## src/rtl/hls_tb_pkg.sv

```systemverilog
// Shared types and constants for the HLS run controller.
// State encoding, record status codes and default watchdog limit.
package hls_tb_pkg;

  typedef enum logic [2:0] {
    S_IDLE,
    S_DRST,
    S_START,
    S_WAIT,
    S_REPORT,
    S_FIN
  } state_t;

  localparam logic [1:0] ST_OK      = 2'b00;
  localparam logic [1:0] ST_TIMEOUT = 2'b01;
  localparam logic [1:0] ST_ABORT   = 2'b10;

  localparam int unsigned TIMEOUT = 200000000;

endpackage

```

## src/rtl/hls_latency_stats.sv

```systemverilog
// Min/max/sum latency accumulator.
// Cleared at campaign start, updated once per accepted ok record.
module hls_latency_stats #(
  parameter int CNT_W = 32,
  parameter int RUN_W = 16
) (
  input  logic                   clock,
  input  logic                   reset,
  input  logic                   clr,
  input  logic                   upd,
  input  logic [CNT_W-1:0]       lat,
  output logic [CNT_W-1:0]       stat_min,
  output logic [CNT_W-1:0]       stat_max,
  output logic [CNT_W+RUN_W-1:0] stat_sum
);

  // accumulate; sum wraps naturally at its full width
  always_ff @(posedge clock or negedge reset) begin
    if (!reset) begin
      stat_min <= '1;
      stat_max <= '0;
      stat_sum <= '0;
    end else if (clr) begin
      stat_min <= '1;
      stat_max <= '0;
      stat_sum <= '0;
    end else if (upd) begin
      if (lat < stat_min) stat_min <= lat;
      if (lat > stat_max) stat_max <= lat;
      stat_sum <= stat_sum + {{RUN_W{1'b0}}, lat};
    end
  end

endmodule

```

## src/rtl/hls_run_controller.sv

```systemverilog
// Run controller for start/done HLS accelerators.
// Sequences reset/start per run, times it, guards with a watchdog.
module hls_run_controller
  import hls_tb_pkg::*;
#(
  parameter int CNT_W       = 32,
  parameter int RUN_W       = 16,
  parameter int DRST_CYCLES = 2
) (
  input  logic                   clock,
  input  logic                   reset,
  input  logic                   cfg_go,
  input  logic [RUN_W-1:0]       cfg_num_runs,
  input  logic [CNT_W-1:0]       cfg_timeout,
  input  logic                   abort,
  output logic                   dut_reset,
  output logic                   dut_start,
  input  logic                   dut_done,
  output logic                   res_valid,
  input  logic                   res_ready,
  output logic [1:0]             res_status,
  output logic [RUN_W-1:0]       res_run_idx,
  output logic [CNT_W-1:0]       res_latency,
  output logic                   busy,
  output logic                   all_done,
  output logic [CNT_W-1:0]       stat_min,
  output logic [CNT_W-1:0]       stat_max,
  output logic [CNT_W+RUN_W-1:0] stat_sum
);

  localparam int DW = (DRST_CYCLES < 2) ? 1 : $clog2(DRST_CYCLES + 1);
  localparam logic [DW-1:0]    DLAST = DW'(DRST_CYCLES - 1);
  localparam logic [DW-1:0]    DONE1 = DW'(1);
  localparam logic [CNT_W-1:0] CONE  = CNT_W'(1);
  localparam logic [RUN_W:0]   RONE  = (RUN_W+1)'(1);

  state_t           state_q, state_d;
  logic [DW-1:0]    drst_q;
  logic [CNT_W-1:0] cnt_q;
  logic [CNT_W-1:0] to_q;
  logic [RUN_W-1:0] num_q;
  logic [RUN_W-1:0] idx_q;

  logic             go_ok;
  logic             hs;
  logic             wd_hit;
  logic             more;
  logic [CNT_W-1:0] lat_nx;
  logic [RUN_W:0]   idx_nx;

  assign go_ok  = (state_q == S_IDLE) && cfg_go && !abort;
  assign hs     = (state_q == S_REPORT) && res_ready;
  assign wd_hit = (to_q != '0) && (cnt_q == to_q);
  assign lat_nx = (&cnt_q) ? cnt_q : cnt_q + CONE;
  assign idx_nx = {1'b0, idx_q} + RONE;
  assign more   = idx_nx < {1'b0, num_q};

  // state register
  always_ff @(posedge clock or negedge reset) begin
    if (!reset) state_q <= S_IDLE;
    else        state_q <= state_d;
  end

  // next-state logic; abort outranks done in WAIT
  always_comb begin
    state_d = state_q;
    unique case (state_q)
      S_IDLE:   if (go_ok) state_d = S_DRST;
      S_DRST: begin
        if (abort)               state_d = S_FIN;
        else if (drst_q == DLAST) state_d = S_START;
      end
      S_START:  state_d = abort ? S_FIN : S_WAIT;
      S_WAIT:   if (abort || dut_done || wd_hit) state_d = S_REPORT;
      S_REPORT: begin
        if (hs) begin
          if (res_status == ST_OK && !abort && more)
            state_d = S_DRST;
          else
            state_d = S_FIN;
        end
      end
      S_FIN:    state_d = S_IDLE;
      default:  state_d = S_IDLE;
    endcase
  end

  // config capture, reset-hold timer, latency counter, run index
  always_ff @(posedge clock or negedge reset) begin
    if (!reset) begin
      drst_q <= '0;
      cnt_q  <= '0;
      to_q   <= '0;
      num_q  <= '0;
      idx_q  <= '0;
    end else begin
      if (go_ok) begin
        to_q  <= cfg_timeout;
        num_q <= (cfg_num_runs == '0) ? RUN_W'(1) : cfg_num_runs;
        idx_q <= '0;
      end
      if (state_q == S_DRST) drst_q <= drst_q + DONE1;
      else                   drst_q <= '0;
      if (state_q == S_START)
        cnt_q <= CONE;
      else if (state_q == S_WAIT && !(&cnt_q))
        cnt_q <= cnt_q + CONE;
      if (hs && state_d == S_DRST)
        idx_q <= idx_nx[RUN_W-1:0];
    end
  end

  // registered outputs and the result record
  always_ff @(posedge clock or negedge reset) begin
    if (!reset) begin
      dut_reset   <= 1'b1;
      dut_start   <= 1'b0;
      busy        <= 1'b0;
      all_done    <= 1'b0;
      res_valid   <= 1'b0;
      res_status  <= ST_OK;
      res_run_idx <= '0;
      res_latency <= '0;
    end else begin
      dut_reset <= (state_d != S_DRST);
      dut_start <= (state_d == S_START);
      busy      <= (state_d != S_IDLE);
      all_done  <= (state_d == S_FIN);
      res_valid <= (state_d == S_REPORT);
      if (state_q == S_WAIT && state_d == S_REPORT) begin
        res_latency <= lat_nx;
        res_run_idx <= idx_q;
        if (abort)         res_status <= ST_ABORT;
        else if (dut_done) res_status <= ST_OK;
        else               res_status <= ST_TIMEOUT;
      end
    end
  end

  hls_latency_stats #(
    .CNT_W (CNT_W),
    .RUN_W (RUN_W)
  ) u_stats (
    .clock    (clock),
    .reset    (reset),
    .clr      (go_ok),
    .upd      (hs && res_status == ST_OK),
    .lat      (res_latency),
    .stat_min (stat_min),
    .stat_max (stat_max),
    .stat_sum (stat_sum)
  );

endmodule

```

## config.mk

```make
export PLATFORM = sky130hd
export DESIGN_NAME = hls_run_controller
export DESIGN_NICKNAME = d
export VERILOG_FILES = /design/src/rtl/hls_tb_pkg.sv /design/src/rtl/hls_latency_stats.sv /design/src/rtl/hls_run_controller.sv
export SDC_FILE = /design/constraint.sdc
export NUM_CORES = 1
export LEC_CHECK = 0
export BUFFER_PORTS_ARGS = -buffer_cell sky130_fd_sc_hd__buf_2
export CAP_MARGIN = 10
export CORE_MARGIN = 2
export CORE_UTILIZATION = 45
export CTS_CLUSTER_SIZE = 16
export DETAILED_ROUTE_END_ITERATION = 7
export RECOVER_POWER = 25
export REMOVE_ABC_BUFFERS = 1
export SYNTH_ARGS = -nofsm -noshare
export SYNTH_HDL_FRONTEND = slang
export SYNTH_SLANG_ARGS = --single-unit
```

## constraint.sdc

```tcl
create_clock -name clock -period 3.85 [get_ports clock]
set_input_delay 0.1925 -clock clock [delete_from_list [all_inputs] [get_ports clock]]
set_output_delay 0.1925 -clock clock [all_outputs]
set_load 0.05 [all_outputs]
```

==> reports/qor.txt, run 1 <==
Via/cell ratio = 5.587
Total track usage = 24.75%
Vias = 13,978
Mean Syn Cell Area = 9.143 sq um
Crit start category = flop
I/O pins = 221
Mapped Cells = 1,784
Seq pwr share = 29.6%
Synthesized flop and latch total = 268
Die H = 194.4 microns
Crit path setup slack, layout = 0.3415 ns
Worst-Margin Slew = 2.835 ns
Max Clk Rate = 0.2850 GHz
NetSw = 7676 uW
GRT overflow = 0
Max Slew Vio Count = 105
Worst-Skew Late Latency = 0.57 ns
Internal = 8184 uW
Clk sinks = 268
Sw Share = 48.40%
Filler cells = 3,272
Largest net degree at the start of global routing = 106
Clock Path Buffers = 3
Top-area cell type share of the netlist area = 36.05%
Non-Filler Instances = 2,502
Final setup vio count = 0
DR DRC count = 14
Power Density = 821.9 nW/um^2
Layout cells sized above 1 = 19.30%
Die Width = 194.4 microns
Combinational group share of total power = 51.7%
Final hold vios = 0
Antenna viol nets, final = 0
Post-layout nets = 2,184
Slew margin rel. = -88.97%
CP Max Fanout = 7
First-pass GRT wire length = 75.21 mm
Reg clk slew, reported paths = 0.06 ns
Async set-reset flop share out of synthesis = 100.0%
Unrepaired setup endpoints after global routing = false
CP max stage cell = dfrtp_1
Core ar. = 35,660 sq um
Post-cts resize count = 0
Top delay family on crit path = simple AND/OR/NAND/NOR gates
Register area share after synthesis = 41.37%
Number of max-cap violations = 1
Met3 WL = 2.182 mm
Cell area after synthesis = 16,310 sq um
Antenna fix cells = 0
Final Skew = 0.01034 ns
Worst endpoint data arrival time = 3.96 ns
Req. time, crit path = 4.31 ns
Most common flop cell mapped by yosys = dfrtp_1
Critical path type = flop to flop
Ranking of synthesized cells by area = dfrtp_1 (36%), ha_1 (8.7%), nand2_1 (6.2%)
Top cell type by total area after synthesis = dfrtp_1
Area added between synthesis and finish = 18.30%
Initial antenna violation count = 0
CP peak stage delay = 0.45 ns
Final HPWL DP = 34.00 mm
WL final = 47.41 mm
Dpl ws = 0.4161 ns
Violated checks = DRC, capacitance limit, slew limit
M1 WL = 21.92 mm
Status = finished, violations left
Worst Setup End Kind = flop
Synth warn = 0
Std cell rows = 69
Die area = 37,790 sq um
Root Driver = clkbuf_16
CP dominant cell by count = ha_1
EDFF count, synth = 0
Maximum vdd drop = 0.4637 mV
Worst path bufs/invs = 0
Placed Cells = 2,394
Final period util = 91.13%
DR top layer = met4
Met2 wire length = 22.06 mm
Critical path, cell by cell = ha_1 -> nand2_1 -> nor4b_2 -> and3_1 -> nand3_1 -> xnor2_1 -> ha_1 -> a21o_1 -> a211o_1 -> a311oi_2 -> nor2_1 -> a31oi_1 -> o21ai_1 -> or2_1
Routability congestion estimate = 0.9164
Starting density of the core = 45.75%
TritonCTS Buffers = 31
Min Tclk post-route = 3.508 ns
Worst hold-check path type = primary input to flop
End-of-flow core utilization = 54.12%
CTS H-tree depth = 1
Vias in the first global route = 13,464
Initial DRC count = 818
Post-DR wirelength/cell = 18.95 microns
Drt first pass iters = 8
CTS tree = done
Static Leak = 0.009654 uW
Post-synth cell types = 84
Port buffer count = 220
Clock power share = 18.7%
Setup TNS = 0 ns
-- sequential cells by signal, summed over array words and instances, names as in the netlist, 2 cells and up --
name / cells
cnt_q: 32
drst_q: 2
idx_q: 16
num_q: 16
res_latency: 32
res_run_idx: 16
res_status: 2
state_q: 3
to_q: 32
u_stats.stat_max: 32
u_stats.stat_min: 32
u_stats.stat_sum: 48
-- metrics by stage --
step	hold WS (ns)	area (sq um)	power, uW
after global placement	0.3480	17810	12710
after floorplan	-0.1031	15840	10610
after detailed placement	0.3349	17810	12850
final	0.1193	19300	15860
after CTS	0.09496	19320	15920
after global routing	0.1270	19300	16890
-- power by group through the flow --
| stage | Clock (uW) | Sequential (uW) | Combinational [uW] |
|---|---|---|---|
| 2_1_floorplan | 0 | 6400 | 4210 |
| 3_3_place_gp | 0 | 4700 | 8010 |
| 3_5_place_dp | 0 | 4730 | 8130 |
| 5_1_grt | 3140 | 4820 | 8930 |
| 6_report | 2960 | 4700 | 8200 |
| 4_1_cts | 3030 | 4680 | 8210 |
-- metal layers --
layer | track usage, % | up-vias
li1 | - | 6748
met5 | 0 | -
met2 | 40.53 | 362
met4 | 6.895 | 0
met1 | 34.95 | 6802
met3 | 2.585 | 66
-- timing repair --
item | in CTS | in global routing
endpoints found under the hold margin | 140 | 0
setup endpoints to repair | 0 | 0
setup buffers | 0 | 0
hold buffers | 50 | 0
-- cell usage after synthesis, drive strengths merged (13+ instances only) --
library cell  number
a21o              32
a21oi             91
a31oi             24
and2              13
and3              22
buf               44
clkbuf            53
dfrtp            235
dfstp             33
ha               113
inv              122
mux2              17
mux2i             38
nand2            272
nand2b            19
nand3            103
nand4             32
nor2              62
nor2b             13
nor3              39
nor4              24
o211ai            42
o21ai            130
o31ai             18
xnor2             36
xor2              64
-- worst register-to-register path, stage by stage, from the launching register on --
cell	delay, ns
dfrtp_1	0.45
ha_1	0.24
nand2_1	0.10
nor4b_2	0.30
and3_1	0.29
nand3_1	0.11
xnor2_1	0.24
ha_1	0.30
a21o_1	0.16
a211o_1	0.30
a311oi_2	0.28
nor2_1	0.07
a31oi_1	0.14
o21ai_1	0.13
or2_1	0.26
-- kinds of logic after synthesis --
| logic type | count (synthesis) | synth area share [%] |
|---|---|---|
| AO/OA/AOI/OAI | 401 | 16.69 |
| XOR/XNOR | 100 | 5.369 |
| adder cells (fa/ha/maj) | 114 | 8.790 |
| buffers and inverters | 219 | 5.684 |
| flip-flops | 268 | 41.37 |
| multiplexers | 55 | 3.551 |
| AND/OR/NAND/NOR | 627 | 18.55 |
-- worst paths after layout --
check / startpoint / endpoint / slack, ns / depth (start not counted)
min reg2reg: drst_q[0]$_DFF_PN0_ / drst_q[0]$_DFF_PN0_ / 0.44 / 1
min: cfg_go / state_q[0]$_DFF_PN0_ / 0.12 / 5
min in group asynchronous: reset / to_q[3]$_DFFE_PN0P_ / 1.07 / 2
max: idx_q[0]$_DFFE_PN0P_ / busy$_DFF_PN0_ / 0.34 / 14
max reg2reg: idx_q[0]$_DFFE_PN0P_ / busy$_DFF_PN0_ / 0.34 / 14
max in group asynchronous: reset / res_latency[25]$_DFFE_PN0P_ / 0.67 / 3
-- cells in the final DEF, fill, tap and decap left out, drive strengths merged, types with 62 or more instances in the layout --
cell type / instances
nand2: 272
xor2: 64
nor2: 62
a21oi: 91
o21ai: 130
buf: 243
dfrtp: 235
nand3: 103
inv: 123
ha: 113
-- area by class of cell --
cell class                      count  area, sq um  area share [%]
Tap cell                          461        576.8           2.989
Clock inverter                     10        106.4          0.5511
Multi-Input combinational cell   1297         8681           44.98
Sequential cell                   268         6748           34.97
Clock buffer                       48        909.6           4.714
Inverter                          122        457.9           2.373
Timing Repair Buffer              296         1818           9.421
Power figures use the tool's default switching activity.
==> inputs of run 2 (changes only) <==
--- a/config.mk
+++ b/config.mk
@@ -8,7 +8,7 @@
 export BUFFER_PORTS_ARGS = -buffer_cell sky130_fd_sc_hd__buf_2
 export CAP_MARGIN = 10
 export CORE_MARGIN = 2
-export CORE_UTILIZATION = 45
+export CORE_UTILIZATION = 35
 export CTS_CLUSTER_SIZE = 16
 export DETAILED_ROUTE_END_ITERATION = 7
 export RECOVER_POWER = 25
==> run 2 against run 1 <==
Against the previous run: the flow finishes with violations (capacitance limit, slew limit); power rose by 2.9%; register-to-register slack got worse by 0.04 ns; maximum frequency fell by 1.2%; flip-flop and latch count did not move; utilization fell by 12 points; global-route usage fell by 4.4 points; non-clock buffer count fell by 2; cell area rose by 1.6%; die area rose by 28%; routed wire length rose by 4.9%; worst hold slack got worse by 0.079 ns.
==> reports/qor.txt, run 2 (synthesized netlist as in run 1, its figures left out) <==
Port buffer count = 220 (unchanged)
TritonCTS Buffers = 34 (+9.7%)
Area of the multi-input gates = 8683 sq um (about the same)
Total track usage = 20.33% (-4.4 points)
Worst-Margin Slew = 3.034 ns (+0.1994 ns)
GRT overflow = 0 (unchanged)
Reg area = 6748 sq um (unchanged)
Unrepaired setup endpoints after global routing = false
Drt first pass iters = 5 (-3)
Starting density of the core = 35.26% (-10 points)
Max Clk Rate = 0.2817 GHz (-1.2%)
CTS tree = done
Min Tclk post-route = 3.549 ns (+0.04101 ns)
Routability congestion estimate = 0.9364 (+2.2%)
Final HPWL DP = 36.52 mm (+7.4%)
Die H = 219.9 microns (+13%)
End-of-flow core utilization = 42.36% (-12 points)
Status = finished, violations left
Critical path type = flop to flop
Slew margin rel. = -102.3% (-13 points)
Hold slack = 0.04039 ns (-0.07889 ns)
Vias = 14,040 (+0.44%)
Final period util = 92.19% (+1.1 points)
Power Density = 832.7 nW/um^2 (+1.3%)
Setup TNS = 0 ns (unchanged)
Initial antenna violation count = 0 (unchanged)
Die area = 48,350 sq um (+28%)
Leading cell type in the layout, fill and taps excluded = nand2_1
Worst endpoint data arrival time = 3.97 ns (about the same)
Final setup vio count = 0 (unchanged)
Largest reg by FF count = u_stats.stat_sum
Clock Path Buffers = 3 (unchanged)
Placed instance area = 17,990 sq um (+1.1%)
Static Leak = 0.009576 uW (-0.81%)
I/O pins = 221 (unchanged)
Maximum vdd drop = 0.5442 mV (+17%)
Die Width = 219.9 microns (+13%)
Req. time, crit path = 4.27 ns (-0.04 ns)
Most frequent cells in the layout = nand2_1 (270), dfrtp_1 (235), buf_2 (180)
Largest net degree at the start of global routing = 117 (+10%)
Worst Setup End Kind = flop
Area added between synthesis and finish = 20.14%
Worst-Skew Late Latency = 0.54 ns (-0.03 ns)
HP Start = abort
Initial DRC count = 869 (+6.2%)
Worst hold-check path type = primary input to flop
Final hold vios = 0 (unchanged)
WL final = 49.71 mm (+4.9%)
Filler cells = 4,593 (+40%)
Via/cell ratio = 5.300 (-5.1%)
CP Max Fanout = 19 (+12)
Violated checks = capacitance limit, slew limit
Final Skew = 0.02577 ns (+0.01543 ns)
Root Driver = clkbuf_16
Max reg flops = 48 (unchanged)
FF-to-FF Start = idx_q[0]$_DFFE_PN0P_
Layout cells sized above 1 = 17.73% (-1.6 points)
Reg clk slew, reported paths = 0.06 ns (about the same)
Final instance area = 19,600 sq um (+1.6%)
Max Slew Vio Count = 147 (+40%)
Post-layout nets = 2,185 (+0.046%)
Number of max-cap violations = 2 (+1)
CTS H-tree depth = 2 (+1)
Vias in the first global route = 13,615 (+1.1%)
Core ar. = 46,260 sq um (+30%)
Std cell rows = 79 (+14%)
DR DRC count = 0 (-14)
Antenna fix cells = 0 (unchanged)
Worst setup startpoint = idx_q[0]$_DFFE_PN0P_
Clk sinks = 268 (unchanged)
Crit start category = flop
Antenna viol nets, final = 0 (unchanged)
Post-DR wirelength/cell = 18.77 microns (-0.96%)
First-pass GRT wire length = 77.62 mm (+3.2%)
# Post-CTS Setup Buffers = 0 (unchanged)
[run 2: cell types whose count changed in the layout (fill, tap and decap cells not counted), moves of 2 or more]
cell	change
clkbuf_16	+4
buf_2	-39
clkbuf_1	+35
buf_12	+2
buf_4	-2
bufinv_16	+2
[run 2: path summary, 6_finish.rpt]
check	depth (start not counted)	endpoint	slack, ns
worst max register to register	12	idx_q[15]$_DFFE_PN0P_	0.30
worst min-delay path	2	res_status[1]$_DFFE_PN0P_	0.04
worst min register to register	1	drst_q[0]$_DFF_PN0_	0.44
max in group asynchronous	2	u_stats.stat_sum[28]$_DFFE_PN0P_	0.89
worst max-delay path	12	idx_q[15]$_DFFE_PN0P_	0.30
min in group asynchronous	2	to_q[0]$_DFFE_PN0P_	1.14
[run 2: power breakdown]
group	switching, uW	internal, uW
registers	937	3780
logic	5610	2620
clock network	1300	2070
[run 2: metal layers]
layer	vias up	part of all wire, %	global-route usage (%)
li1	6732	-	-
met1	6858	45	27.91
met2	376	47	32.83
met3	74	5.1	2.830
met4	0	2.8	6.957
met5	-	0	0
[run 2: final cells by class]
| cell class | count | area share [%] |
|---|---|---|
| Multi-Input combinational cell | 1297 | 44.31 |
| Sequential cell | 268 | 34.43 |
| Timing Repair Buffer | 294 | 9.066 |
| Clock buffer | 48 | 5.076 |
| Tap cell | 607 | 3.875 |
| Inverter | 122 | 2.337 |
| Clock inverter | 13 | 0.9066 |
[run 2: timing repair]
item,CTS,global route
endpoints found under the setup margin,0,16
hold endpoints to repair,139,0
hold buffers,49,0
resized for setup,0,1
[run 2: metrics by stage]
| step | cells | total power, uW | setup WS, ns |
|---|---|---|---|
| floorplan | 1687 | 10610 | -2.472 |
| global placement | 2539 | 12760 | 0.2586 |
| detailed placement | 2539 | 12960 | 0.1155 |
| CTS | 2649 | 16450 | 0.09498 |
| global route | 2649 | 17380 | 0.05608 |
| finish | 2649 | 16320 | 0.3005 |
[run 2: worst max-delay path, stage by stage (launching register included)]
cell and delay [ns]:
dfrtp_1 0.45, ha_1 0.25, nand2_1 0.10, nor4b_2 0.34, and3_1 0.28, nand3_1 0.11
xnor2_1 0.21, ha_1 0.28, a21o_1 0.17, a211o_1 0.30, a311oi_2 0.30, nand2_2 0.32
a31o_2 0.32
